### config.mk
export PLATFORM = sky130hd
export DESIGN_NAME = param_memory
export DESIGN_NICKNAME = d
export VERILOG_FILES = /design/src/rtl/param_memory.sv
export SDC_FILE = /design/constraint.sdc
export NUM_CORES = 2
export LEC_CHECK = 0
export CORE_MARGIN = 2
export CORE_UTILIZATION = 46
export DETAILED_ROUTE_END_ITERATION = 12
export PLACE_DENSITY = 0.62
export SLEW_MARGIN = 25
export SYNTH_ARGS = -nofsm -noshare
export SYNTH_HDL_FRONTEND = slang
export SYNTH_SLANG_ARGS = --single-unit
### constraint.sdc
create_clock -name clk -period 9.7 [get_ports clk]
set_input_delay 1.94 -clock clk [delete_from_list [all_inputs] [get_ports clk]]
set_output_delay 1.94 -clock clk [all_outputs]
set_load 0.05 [all_outputs]
### src/rtl/param_memory.sv
// param_memory: single-port synchronous memory with a self-initialisation phase.
//
// After reset the block spends exactly DEPTH cycles in INIT, writing an init
// value to every word, then moves to RUN where normal read/write accesses are
// served. Reads are registered (latency 1) and read-first when combined with a
// write to the same cycle. Accesses attempted during INIT are dropped and
// flagged with a one-cycle err pulse.
//
// Build option:
//   PARAM_MEMORY_INIT_PATTERN_EN  defined   -> mem[i] = i mod 2**DATA_WIDTH
//                                 undefined -> mem[i] = 0
// Both builds take the same number of cycles to initialise.

module param_memory #(
    parameter int DATA_WIDTH = 8,
    parameter int ADDR_WIDTH = 8
) (
    input  logic                  clk,
    input  logic                  rst,
    input  logic                  ce,
    input  logic                  wren,
    input  logic                  rden,
    input  logic [ADDR_WIDTH-1:0] addr,
    input  logic [DATA_WIDTH-1:0] wr_data,
    output logic [DATA_WIDTH-1:0] rd_data,
    output logic                  rd_valid,
    output logic                  ready,
    output logic                  err
);

    localparam int DEPTH     = 1 << ADDR_WIDTH;
    // One extra bit so the counter can step past the last address without
    // wrapping back to zero.
    localparam int CNT_WIDTH = ADDR_WIDTH + 1;
    localparam logic [CNT_WIDTH-1:0] CNT_LAST = {1'b0, {ADDR_WIDTH{1'b1}}};

    typedef enum logic {
        ST_INIT = 1'b0,
        ST_RUN  = 1'b1
    } state_t;

    state_t                state;
    state_t                state_next;
    logic [CNT_WIDTH-1:0]  init_cnt;
    logic [CNT_WIDTH-1:0]  init_cnt_next;

    logic [DATA_WIDTH-1:0] mem [DEPTH];

    logic                  access_req;
    logic                  mem_we;
    logic [ADDR_WIDTH-1:0] mem_waddr;
    logic [DATA_WIDTH-1:0] mem_wdata;
    logic [DATA_WIDTH-1:0] init_value;
    logic                  rd_en;
    logic                  err_next;

    assign access_req = ce & (rden | wren);

`ifdef PARAM_MEMORY_INIT_PATTERN_EN
    // The init word is the address being initialised, zero-extended when the
    // data word is wider than the address and truncated when it is narrower.
    localparam int EXT_WIDTH = (DATA_WIDTH > ADDR_WIDTH) ? DATA_WIDTH : ADDR_WIDTH;
    logic [EXT_WIDTH-1:0] init_addr_ext;

    // Build the address-pattern init word from the current init address.
    always_comb begin
        init_addr_ext = EXT_WIDTH'(init_cnt[ADDR_WIDTH-1:0]);
        init_value    = init_addr_ext[DATA_WIDTH-1:0];
    end
`else
    assign init_value = '0;
`endif

    // Next-state and datapath control: INIT owns the write port, RUN hands it
    // to the user; reset suppresses every memory and read side effect.
    always_comb begin
        state_next    = state;
        init_cnt_next = init_cnt;
        mem_we        = 1'b0;
        mem_waddr     = addr;
        mem_wdata     = wr_data;
        rd_en         = 1'b0;
        err_next      = 1'b0;

        case (state)
            ST_INIT: begin
                mem_we        = 1'b1;
                mem_waddr     = init_cnt[ADDR_WIDTH-1:0];
                mem_wdata     = init_value;
                init_cnt_next = init_cnt + 1'b1;
                err_next      = access_req;
                if (init_cnt == CNT_LAST) begin
                    state_next = ST_RUN;
                end
            end
            ST_RUN: begin
                mem_we = ce & wren;
                rd_en  = ce & rden;
            end
            default: begin
                state_next    = ST_INIT;
                init_cnt_next = '0;
            end
        endcase

        if (rst) begin
            mem_we   = 1'b0;
            rd_en    = 1'b0;
            err_next = 1'b0;
        end
    end

    // State, init counter and status flags; ready follows the state that is
    // being entered so it rises on the same edge as the move to RUN.
    always_ff @(posedge clk) begin
        if (rst) begin
            state    <= ST_INIT;
            init_cnt <= '0;
            ready    <= 1'b0;
            err      <= 1'b0;
        end else begin
            state    <= state_next;
            init_cnt <= init_cnt_next;
            ready    <= (state_next == ST_RUN);
            err      <= err_next;
        end
    end

    // Registered read port: old contents are returned when a write to the
    // same word happens on the same edge.
    always_ff @(posedge clk) begin
        if (rst) begin
            rd_data  <= '0;
            rd_valid <= 1'b0;
        end else begin
            rd_valid <= rd_en;
            if (rd_en) begin
                rd_data <= mem[addr];
            end
        end
    end

    // Storage array write port, deliberately without reset so it maps onto
    // block RAM; contents only ever come from INIT or user writes.
    always_ff @(posedge clk) begin
        if (mem_we) begin
            mem[mem_waddr] <= mem_wdata;
        end
    end

endmodule

==> results.sh <==
export IMPL_worstMarginPinSlew_ps=1150
export IMPL_min_delay_path_class="reg -> reg"
export IMPL_setup_tns_ps=0
export IMPL_hold_path_startpoint="init_cnt[8]"
export IMPL_dieArea_um2=179000
export IMPL_critPathLaunch="addr[3]"
export IMPL_ys_ff_latch=2068
export IMPL_cts_tree="yes"
export IMPL_cp_slowest_stage_delay_ps=750
export IMPL_seq_area_frac_synth_pct=76.5
export IMPL_reg2reg_from="state"
export IMPL_routedWlPerCell_um=32.8
export IMPL_finalSetupViolCount=0
export IMPL_power_w=0.0178
export IMPL_synthCells=3849
export IMPL_htree_levels=4
export IMPL_place_port_buffers=31
export IMPL_synth_edff_count=2048
export IMPL_cp_required_ps=10400
export IMPL_cp_depth=9
export IMPL_synthArstFlopShare_pct=0
export IMPL_clock_sinks=2068
export IMPL_die_h_um=423
export IMPL_vias_per_cell=6.22
export IMPL_drt_wl_total_um=211000
export IMPL_postCtsSetupBuffers=0
export IMPL_endpoint_kind="flip-flop"
export IMPL_gp_congestion=0.892
export IMPL_ant_nets=0
export IMPL_first_global_vias=39501
export IMPL_grt_pass1_wl_um=299000
export IMPL_netlist_area_um2=80900
export IMPL_crit_chain="buf_2, buf_4, clkinv_1, buf_4, nor2_1, nand4_1, nand4_1, or4_1, o311ai_0"
export IMPL_crit_slowest_cell="nor2_1"
export IMPL_synth_warning_count=0
export IMPL_antenna_found_initial=5
export IMPL_rows=153
export IMPL_fin_worst_skew_ps=47.6
export IMPL_finalHoldViolCount=0
export IMPL_min_path_cells=2
export IMPL_fmax_mhz=192
export IMPL_route_detailed_drc=0
export IMPL_cts_clk_slew_worst_paths_ps=70
export IMPL_status="completed"
export IMPL_final_cell_mix="2048 x edfxtp_1, 403 x mux4_2, 306 x nor2_1"
export IMPL_ir_worst_vdd_uv=179
export IMPL_insertion_delay_ps=840
export IMPL_slew_headroom_pct=23.2
export IMPL_layout_drive_gt1_share_pct=19.1
export IMPL_placed_cell_area_um2=83200
export IMPL_worstPathArrival_ps=5920
export IMPL_core_area_um2=174000
export IMPL_initial_core_util_pct=46.4
export IMPL_nets=3960
export IMPL_dr_pass1_iters=8
export IMPL_ff2ff_path_depth=5
export IMPL_p_per_area_nw_per_um2=199
export IMPL_track_usage_pct=23.5
export IMPL_syn_num_nets=3872
export IMPL_grt_max_degree=221
export IMPL_cp_max_fo=33
export IMPL_syn_area_per_cell_um2=21.0
export IMPL_ios=32
export IMPL_rsz0062_at_grt="no"
export IMPL_drtIter0Drc=4847
export IMPL_final_common_cell="edfxtp_1"
export IMPL_stdcell_area_um2=89600
export IMPL_report_final_slew_viol_count=0
export IMPL_dp_hpwl_um=127000
export IMPL_area_delta_synth_final_pct=10.7
export IMPL_root_buffer="clkbuf_16"
export IMPL_synth_top_flop_cell="edfxtp_1"
export IMPL_fin_crit_sh_pct=53.8
export IMPL_period_needed_ps=5220
export IMPL_synth_cell_types=71
export IMPL_via_count=39992
export IMPL_worstSetupPathType="in -> reg"
export IMPL_cts_buffers=202
export IMPL_grt_ovfl_total=0
export IMPL_clk_path_buf_depth=3
export IMPL_cts_resized=0
export IMPL_hold_buffers=0
export IMPL_critical_path_buf_inv_count=4
export IMPL_cap_violations=0
export IMPL_cp_start_kind="input port"
export IMPL_die_x_um=423
export IMPL_p_leak_nw=29.6
export IMPL_crit_family="buffers and inverters"
## final cells by class
type | count | area (um2)
clock inverter | 93 | 762
multi-input combinational | 1544 | 17400
inverter | 9 | 36.3
antenna | 5 | 12.5
clock buffer | 270 | 5390
tap | 2325 | 2910
fill | 13732 | 84600
sequential | 2068 | 61900
timing repair buffer | 112 | 1190
## tightest hold or removal path, stage by stage (launching register included)
cell     delay [ps]
dfxtp_1         330
a21oi_1          60
nor2_1           80
## flip-flops by register name (all words and copies together) (netlist names)
register and flops:
mem 2048, init_cnt 9, rd_data 8, err 1, rd_valid 1, state 1
## per-stage QoR
step / hold slack, ps / cells / util, % / setup WS (ps)
2_1_floorplan: 454 / 3849 / - / 3670
3_5_place_dp: 487 / 6052 / 47.8 / 3730
5_1_grt: 542 / 6422 / 51.4 / 4460
4_1_cts: 501 / 6415 / 51.3 / 4600
6_report: 501 / 6426 / 51.4 / 4480
3_3_place_gp: 467 / 6050 / 47.7 / 3680
## kinds of logic after synthesis
| kind of cell | count (synthesis) | synth area share, % |
|---|---|---|
| adders and majority gates | 2 | 0.0309 |
| DFF | 2068 | 76.5 |
| xor gates and xnor gates | 7 | 0.0758 |
| muxes | 636 | 15.4 |
| buffers and inverters | 237 | 2.13 |
| and+or+nand+nor | 548 | 2.90 |
| AOI/OAI and AO/OA | 351 | 2.99 |
## where the power goes
group	total [W]	switching, W	internal, W
logic	0.000700	0.000436	0.000264
clock network	0.00743	0.00330	0.00413
registers	0.00968	0.00000339	0.00967
total	0.0178	0.00374	0.0141
## path summary, 6_finish.rpt
check	to	slack (ps)
max	rd_data[5]	4480
min	init_cnt[8]	500
max reg2reg	mem[77][7]	5690
min reg2reg	init_cnt[8]	500
## cells in the mapped netlist (4+ instances only)
library cell  count  area share, %
buf_1            10          0.046
a2111oi_0        17           0.18
buf_4            20           0.19
a32o_1            4          0.050
mux4_2          403             11
nor2_1          309            1.4
nor2b_1           6          0.046
xor2_1            4          0.043
buf_8            31           0.58
dfxtp_1          20           0.49
o221ai_1         49           0.53
o211ai_1          8          0.074
nand3_1          43           0.27
buf_2            60           0.37
nand2_1         111           0.52
inv_1             6          0.028
o21ai_0          30           0.19
nand3b_1          4          0.037
nor3_1           10          0.062
or4_1             7          0.065
a31oi_1           7          0.054
o2bb2ai_1         4          0.043
edfxtp_1       2048             76
buf_12            6           0.15
nand2b_1          5          0.039
and2_1           15           0.12
clkbuf_8          6           0.10
nand4_1           5          0.039
a211o_1           5          0.054
or3_1             6          0.046
a21oi_1          54           0.33
buf_6            23           0.32
a22oi_1          13           0.12
o22ai_1         113           0.87
mux2i_1         171            2.1
nor4_1           14           0.11
o32ai_1           6          0.065
clkbuf_1         72           0.33
mux4_1           62            2.0
a211oi_1          9          0.084
## metal layers
layer	GRT usage, %	part of all wire, %	wire length, um	vias up
met5	0	0.011	23	-
met4	8.36	3.8	8000	4
met3	4.75	8.6	18100	400
met2	36.5	47	99200	2013
met1	33.1	41	85500	21260
li1	-	-	-	16315
Note: power is estimated with default switching activity, not from simulation.
